[src/rtl/sccpu_pkg.sv]
// Shared constants and types for the sccpu instruction front end.
package sccpu_pkg;

   localparam logic [31:0] SCCPU_RESET_PC    = 32'h0000_0000;
   localparam logic [31:0] SCCPU_PC_INCR     = 32'd4;
   localparam int          SCCPU_FETCH_DEPTH = 2;

   typedef enum logic {
      FETCH_RUN     = 1'b0,
      FETCH_DISCARD = 1'b1
   } fetch_state_e;

   function automatic logic [31:0] word_align(input logic [31:0] addr);
      return {addr[31:2], 2'b00};
   endfunction

endpackage

[src/rtl/sccpu_fetch_fifo.sv]
// Two-entry {pc, inst} fetch buffer; entry 0 is always the head.
module sccpu_fetch_fifo
   import sccpu_pkg::*;
(
   input  logic        i_clk,
   input  logic        i_rst,
   input  logic        i_push,
   input  logic        i_pop,
   input  logic        i_flush,
   input  logic [63:0] i_data,
   output logic [63:0] o_head,
   output logic [1:0]  o_count,
   output logic        o_full,
   output logic        o_empty
);

   logic [63:0] r_ent0;
   logic [63:0] r_ent1;
   logic [1:0]  r_count;
   logic        w_push;
   logic        w_pop;

   assign w_pop  = i_pop && (r_count != 2'd0);
   assign w_push = i_push && (!o_full || w_pop);

   always_ff @(posedge i_clk) begin
      if (i_rst) begin
         r_ent0  <= 64'd0;
         r_ent1  <= 64'd0;
         r_count <= 2'd0;
      end else if (i_flush) begin
         r_count <= 2'd0;
      end else begin
         case ({w_push, w_pop})
            2'b10: begin
               if (r_count == 2'd0) r_ent0 <= i_data;
               else                 r_ent1 <= i_data;
               r_count <= r_count + 2'd1;
            end
            2'b01: begin
               r_ent0  <= r_ent1;
               r_count <= r_count - 2'd1;
            end
            2'b11: begin
               // occupancy unchanged; the newcomer lands behind whatever remains
               if (r_count == 2'd1) begin
                  r_ent0 <= i_data;
               end else begin
                  r_ent0 <= r_ent1;
                  r_ent1 <= i_data;
               end
            end
            default: ;
         endcase
      end
   end

   assign o_head  = r_ent0;
   assign o_count = r_count;
   assign o_full  = (r_count == 2'(SCCPU_FETCH_DEPTH));
   assign o_empty = (r_count == 2'd0);

endmodule

[src/rtl/sccpu_fetch.sv]
// Instruction fetch: PC sequencing, one outstanding memory request, redirect handling.
//   state   | meaning
//   RUN     | responses are pushed into the buffer
//   DISCARD | a pre-redirect request is still in flight; its response is dropped
module sccpu_fetch
   import sccpu_pkg::*;
#(
   parameter logic [31:0] RESET_PC = SCCPU_RESET_PC,
   parameter int          DEPTH    = SCCPU_FETCH_DEPTH
)(
   input  logic        clock,
   input  logic        reset,
   output logic        imem_req,
   output logic [31:0] imem_addr,
   input  logic        imem_ack,
   input  logic [31:0] imem_rdata,
   output logic        inst_valid,
   output logic [31:0] inst,
   output logic [31:0] inst_pc,
   input  logic        inst_ready,
   input  logic        redirect,
   input  logic [31:0] redirect_pc
);

   fetch_state_e r_state;
   fetch_state_e w_state_nxt;
   logic         r_req;
   logic [31:0]  r_addr;
   logic [31:0]  r_pc;

   logic         w_done;
   logic         w_hold;
   logic         w_push;
   logic         w_pop;
   logic         w_issue;
   logic [31:0]  w_pc_base;
   logic [1:0]   w_count;
   logic [1:0]   w_count_nxt;
   logic [63:0]  w_head;
   logic         w_full;
   logic         w_empty;

   assign w_done    = r_req && imem_ack;
   assign w_hold    = r_req && !imem_ack;
   assign w_push    = w_done && (r_state == FETCH_RUN) && !redirect && (!w_full || w_pop);
   assign w_pop     = !w_empty && inst_ready && !redirect;
   assign w_pc_base = redirect ? word_align(redirect_pc) : r_pc;

   always_comb begin
      w_count_nxt = w_count;
      if (redirect)             w_count_nxt = 2'd0;
      else if (w_push && !w_pop) w_count_nxt = w_count + 2'd1;
      else if (!w_push && w_pop) w_count_nxt = w_count - 2'd1;
   end

   // a new request is launched only if its response is guaranteed a slot
   assign w_issue = !w_hold && ((int'(w_count_nxt) + 1) <= DEPTH);

   always_comb begin
      w_state_nxt = r_state;
      case (r_state)
         FETCH_RUN:     if (redirect && w_hold) w_state_nxt = FETCH_DISCARD;
         FETCH_DISCARD: if (w_done)             w_state_nxt = FETCH_RUN;
         default:       w_state_nxt = FETCH_RUN;
      endcase
   end

   always_ff @(posedge clock) begin
      if (reset) r_state <= FETCH_RUN;
      else       r_state <= w_state_nxt;
   end

   always_ff @(posedge clock) begin
      if (reset) begin
         r_req  <= 1'b0;
         r_addr <= RESET_PC;
         r_pc   <= RESET_PC;
      end else begin
         r_req <= w_hold || w_issue;
         if (w_issue) begin
            r_addr <= w_pc_base;
            r_pc   <= w_pc_base + SCCPU_PC_INCR;
         end else begin
            r_pc   <= w_pc_base;
         end
      end
   end

   sccpu_fetch_fifo u_fifo (
      .i_clk   (clock),
      .i_rst   (reset),
      .i_push  (w_push),
      .i_pop   (w_pop),
      .i_flush (redirect),
      .i_data  ({r_addr, imem_rdata}),
      .o_head  (w_head),
      .o_count (w_count),
      .o_full  (w_full),
      .o_empty (w_empty)
   );

   assign imem_req   = r_req;
   assign imem_addr  = r_addr;
   assign inst_valid = !w_empty;
   assign inst_pc    = w_head[63:32];
   assign inst       = w_head[31:0];

endmodule

[config.mk]
export PLATFORM = sky130hd
export DESIGN_NAME = sccpu_fetch
export DESIGN_NICKNAME = d
export VERILOG_FILES = /design/src/rtl/sccpu_pkg.sv /design/src/rtl/sccpu_fetch_fifo.sv /design/src/rtl/sccpu_fetch.sv
export SDC_FILE = /design/constraint.sdc
export NUM_CORES = 1
export LEC_CHECK = 0
export ABC_AREA = 1
export BUFFER_PORTS_ARGS = -buffer_cell sky130_fd_sc_hd__buf_2
export CAP_MARGIN = 0
export CORE_MARGIN = 5
export CORE_UTILIZATION = 51
export CTS_CLUSTER_DIAMETER = 120
export DETAILED_ROUTE_END_ITERATION = 8
export PLACE_DENSITY_LB_ADDON = 0.12
export SYNTH_ARGS = -nofsm -noshare
export SYNTH_HDL_FRONTEND = slang
export SYNTH_SLANG_ARGS = --single-unit
[constraint.sdc]
create_clock -name clock -period 3.55 [get_ports clock]
set_clock_uncertainty 0.05 [all_clocks]
set_input_delay 0.1775 -clock clock [delete_from_list [all_inputs] [get_ports clock]]
set_output_delay 0.1775 -clock clock [all_outputs]
set_load 0.03 [all_outputs]
==> report_table.html <==
<table>
<tr><th>Metric</th><th>Value</th></tr>
<tr><th colspan="2">Run status</th></tr>
<tr><td>Run status</td><td>finished clean</td></tr>
<tr><th colspan="2">Clock network</th></tr>
<tr><td>Clk Latency, worst-skew pair</td><td>0.43 ns</td></tr>
<tr><td>Num CTS Buffers</td><td>17</td></tr>
<tr><td>Buffers from clock root to sink, at most</td><td>2</td></tr>
<tr><td>Clock tree from TritonCTS</td><td>done</td></tr>
<tr><td>Register clock-pin slew on the reported worst setup and hold paths</td><td>0.08 ns</td></tr>
<tr><td>CTS Sinks</td><td>196</td></tr>
<tr><td>CTS-repair resized insts</td><td>0</td></tr>
<tr><td>Cell at the root of the clock tree</td><td>sky130_fd_sc_hd__clkbuf_16</td></tr>
<tr><td>H-tree level count</td><td>4</td></tr>
<tr><th colspan="2">Yosys</th></tr>
<tr><td>Synthesized net count</td><td>1327</td></tr>
<tr><td>Post-synthesis sequential element count</td><td>196</td></tr>
<tr><td>Number of flops mapped to enable cells by yosys</td><td>0</td></tr>
<tr><td>Portion of synthesized cell area occupied by the leading cell type</td><td>43.8%</td></tr>
<tr><td>Top-count cell post-synth</td><td>sky130_fd_sc_hd__nand2_1</td></tr>
<tr><td>Register area share after synthesis</td><td>43.8%</td></tr>
<tr><td>Most common flop cell mapped by yosys</td><td>sky130_fd_sc_hd__dfxtp_1</td></tr>
<tr><td>Mapped Cells</td><td>1251</td></tr>
<tr><td>Most frequent cells after synthesis</td><td>sky130_fd_sc_hd__nand2_1 (220), sky130_fd_sc_hd__dfxtp_1 (196), sky130_fd_sc_hd__nor2_1 (190), sky130_fd_sc_hd__o21ai_0 (161), sky130_fd_sc_hd__inv_1 (101)</td></tr>
<tr><td>Asr flop ratio synth</td><td>0%</td></tr>
<tr><td>Synth cell types</td><td>36</td></tr>
<tr><td>Average cell area after synthesis</td><td>7.16 um2</td></tr>
<tr><td>Cell types with the largest area share after synthesis</td><td>sky130_fd_sc_hd__dfxtp_1 (44%), sky130_fd_sc_hd__nand2_1 (9.2%), sky130_fd_sc_hd__o21ai_0 (9.0%)</td></tr>
<tr><td>Post-synthesis cell area</td><td>8960 um2</td></tr>
<tr><td>Largest area contributor in the netlist</td><td>sky130_fd_sc_hd__dfxtp_1</td></tr>
<tr><td>Number of warnings printed during yosys synthesis</td><td>0</td></tr>
<tr><th colspan="2">Power and ir drop</th></tr>
<tr><td>Power density over the cells</td><td>484 nW/um2</td></tr>
<tr><td>Peak supply drop</td><td>0.365 mV</td></tr>
<tr><td>Static leakage</td><td>0.00477 uW</td></tr>
<tr><th colspan="2">Place</th></tr>
<tr><td>Detailed Place HPWL</td><td>15700 um</td></tr>
<tr><td>Global placement routability congestion</td><td>0.847</td></tr>
<tr><td>Count of buffers from port buffering</td><td>164</td></tr>
<tr><th colspan="2">GRT</th></tr>
<tr><td>Total routing resource utilization after global routing</td><td>23.2%</td></tr>
<tr><td>Congestion Overflow GR</td><td>0</td></tr>
<tr><td>Number of antenna violations at the first check in global routing</td><td>0</td></tr>
<tr><td>Via count of the first global-routing pass</td><td>7587</td></tr>
<tr><td>Maximum number of pins on one net before global-route repair</td><td>97</td></tr>
<tr><td>Wire length of the first global-routing pass</td><td>38500 um</td></tr>
<tr><th colspan="2">Worst hold path</th></tr>
<tr><td>Class of the worst hold path</td><td>in -&gt; reg</td></tr>
<tr><th colspan="2">Floorplanning</th></tr>
<tr><td>Vertical extent of the die</td><td>143 um</td></tr>
<tr><td>Die boundary width</td><td>143 um</td></tr>
<tr><td>Number of primary I/O pins</td><td>167</td></tr>
<tr><td>Area of the die</td><td>20300 um2</td></tr>
<tr><td>Standard-cell rows</td><td>48</td></tr>
<tr><td>Core Region</td><td>17300 um2</td></tr>
<tr><td>Initial standard-cell utilization of the core</td><td>51.8%</td></tr>
<tr><th colspan="2">Critical path</th></tr>
<tr><td>Reg2reg setup slack</td><td>0.47 ns</td></tr>
<tr><td>Slowest stage delay, CP</td><td>0.35 ns</td></tr>
<tr><td>Crit-path slowest cell</td><td>sky130_fd_sc_hd__buf_4</td></tr>
<tr><td>Startpoint Class</td><td>flop</td></tr>
<tr><td>Number of buffer and inverter instances along the worst setup path</td><td>5</td></tr>
<tr><td>Cell family with the largest share of critical-path delay</td><td>buffers and inverters</td></tr>
<tr><td>Class of the most critical setup path</td><td>reg -&gt; reg</td></tr>
<tr><td>Capturing element type of the critical path</td><td>flop</td></tr>
<tr><td>Critical path, cell by cell</td><td>inv_1, ha_1, inv_2, nand2_4, nor2_4, o21a_2, ha_1, inv_1, o21ai_2, buf_4, nor2_2, buf_4, o22ai_1, o21ai_0, nor2_1</td></tr>
<tr><td>Worst EP required</td><td>3.82 ns</td></tr>
<tr><td>Data arrival time at the worst-slack endpoint</td><td>3.36 ns</td></tr>
<tr><td>Maximum fanout count along the critical path</td><td>35</td></tr>
<tr><th colspan="2">STA</th></tr>
<tr><td>Number of failing hold endpoints at the final stage</td><td>0</td></tr>
<tr><td>RSZ-0062 raised after global routing</td><td>no</td></tr>
<tr><td>Worst relative slew slack</td><td>45.8%</td></tr>
<tr><td>Max-slew violation total from the final report</td><td>0</td></tr>
<tr><td>Post-route minimum period</td><td>3.08 ns</td></tr>
<tr><td>Minimum hold slack</td><td>0.105 ns</td></tr>
<tr><td>Top achievable clock speed</td><td>0.324 GHz</td></tr>
<tr><td>Pin slew with the least headroom to its limit</td><td>0.813 ns</td></tr>
<tr><td>Total Negative Setup Slacks</td><td>0 ns</td></tr>
<tr><td>Final clock period utilization by the worst path</td><td>86.9%</td></tr>
<tr><td>Final Setup Violations</td><td>0</td></tr>
<tr><th colspan="2">Drt</th></tr>
<tr><td>First DRT Iteration DRCs</td><td>733</td></tr>
<tr><td>Number of nets still failing antenna checks after routing</td><td>0</td></tr>
<tr><td>Detailed Route WL</td><td>24000 um</td></tr>
<tr><td>Via density per instance</td><td>5.22</td></tr>
<tr><td>Routed wire per std cell</td><td>14.6 um</td></tr>
<tr><td>Final routed DRC violation total</td><td>0</td></tr>
<tr><td>Drt first pass iters</td><td>5</td></tr>
<tr><td>Total via count after detailed routing</td><td>8557</td></tr>
<tr><th colspan="2">Finish</th></tr>
<tr><td>Post-synthesis to final-layout area growth</td><td>19.9%</td></tr>
<tr><td>Number of filler instances in the final layout</td><td>1625</td></tr>
<tr><td>Number of antenna diodes</td><td>0</td></tr>
<tr><td>Share of final-layout standard cells stronger than drive strength 1</td><td>17.8%</td></tr>
<tr><td>Final core utilization</td><td>62.1%</td></tr>
<tr><td>Nets</td><td>1477</td></tr>
<tr><th colspan="2">Run</th></tr>
<tr><td>Max-capacitance violation count</td><td>0</td></tr>
</table>
power by group:
part,switching [uW],internal (uW),total [uW]
clock,930,1000,1930
combinational,589,279,868
sequential,68.9,2340,2400
total,1590,3620,5210
per-stage QoR:
stage / total power, uW / cells / worst slack [ns] / cell area [um2]
floorplan: 3050 / 1251 / 0.637 / 8960
global placement: 3280 / 1574 / 0.526 / 9820
detailed placement: 3290 / 1574 / 0.490 / 9820
CTS: 5240 / 1639 / 0.446 / 10700
global route: 5440 / 1639 / 0.133 / 10700
finish: 5210 / 1639 / 0.465 / 10700
cell usage in the layout (no fill, tap or decap), types with 4 or more instances in the layout:
master and instances:
sky130_fd_sc_hd__a21oi_1 91, sky130_fd_sc_hd__buf_2 164, sky130_fd_sc_hd__buf_4 15, sky130_fd_sc_hd__clkbuf_16 17, sky130_fd_sc_hd__dfxtp_1 196, sky130_fd_sc_hd__dlygate4sd3_1 33
sky130_fd_sc_hd__ha_1 7, sky130_fd_sc_hd__inv_1 101, sky130_fd_sc_hd__inv_6 4, sky130_fd_sc_hd__inv_8 4, sky130_fd_sc_hd__nand2_1 219, sky130_fd_sc_hd__nand2_2 12
sky130_fd_sc_hd__nand3_1 79, sky130_fd_sc_hd__nor2_1 189, sky130_fd_sc_hd__nor2_2 9, sky130_fd_sc_hd__nor3_1 4, sky130_fd_sc_hd__o211a_1 32, sky130_fd_sc_hd__o21ai_0 161
sky130_fd_sc_hd__o21ai_1 5, sky130_fd_sc_hd__o22ai_1 31, sky130_fd_sc_hd__xor2_1 8
final timing paths:
kind,start,endpoint,cells past startpoint
setup reg to reg,u_fifo.o_count[0],u_fifo.o_head[41],15
hold reg to reg,r_pc[0],r_pc[0],2
hold / removal,redirect_pc[3],r_pc[3],5
setup / recovery,u_fifo.o_count[0],u_fifo.o_head[41],15
logic make-up (layout without fill, tap and decap cells):
logic type	count (synthesis)	after routing	synth area share (%)
AND/OR/NAND/NOR	524	524	24.3
adder cells (fa/ha/maj)	7	7	0.977
flip-flops	196	196	43.8
buffers and inverters	189	352	9.26
XOR/XNOR	9	9	0.880
AO/OA/AOI/OAI	326	326	20.8
routing by layer:
metal,part of all wire [%],GRT usage [%],vias to the layer above
met5,0,0,-
met4,1.8,7.10,0
met3,5.4,3.86,27
met2,44,35.1,227
met1,48,33.9,3908
li1,-,-,4395
worst reg2reg max path, stage by stage (launching register included):
cell	delay, ns
sky130_fd_sc_hd__dfxtp_1	0.34
sky130_fd_sc_hd__inv_1	0.09
sky130_fd_sc_hd__ha_1	0.27
sky130_fd_sc_hd__inv_2	0.09
sky130_fd_sc_hd__nand2_4	0.31
sky130_fd_sc_hd__nor2_4	0.12
sky130_fd_sc_hd__o21a_2	0.26
sky130_fd_sc_hd__ha_1	0.20
sky130_fd_sc_hd__inv_1	0.10
sky130_fd_sc_hd__o21ai_2	0.07
sky130_fd_sc_hd__buf_4	0.21
sky130_fd_sc_hd__nor2_2	0.09
sky130_fd_sc_hd__buf_4	0.35
sky130_fd_sc_hd__o22ai_1	0.13
sky130_fd_sc_hd__o21ai_0	0.26
sky130_fd_sc_hd__nor2_1	0.06
state kept, by name, indices dropped and copies added (netlist names):
name	cells
u_fifo.o_count	2
r_pc	32
u_fifo.o_head	64
r_state	1
imem_addr	32
u_fifo.r_ent1	64
imem_req	1
final cells by class:
cell class / count / area (um2) / area share (%)
well taps: 225 / 282 / 2.62
clock inverters: 15 / 169 / 1.57
inverters: 105 / 404 / 3.76
clock buffers: 17 / 425 / 3.96
repair buffers: 215 / 1320 / 12.3
multi-input cells: 866 / 4220 / 39.3
flip-flops and latches: 196 / 3920 / 36.5
repair_timing:
item                                   CTS  global route
setup buffers                            0             0
setup endpoints to repair                0             0
endpoints found under the hold margin   33             0
hold buffers                            33             0
(Power assumes the default switching activity.)
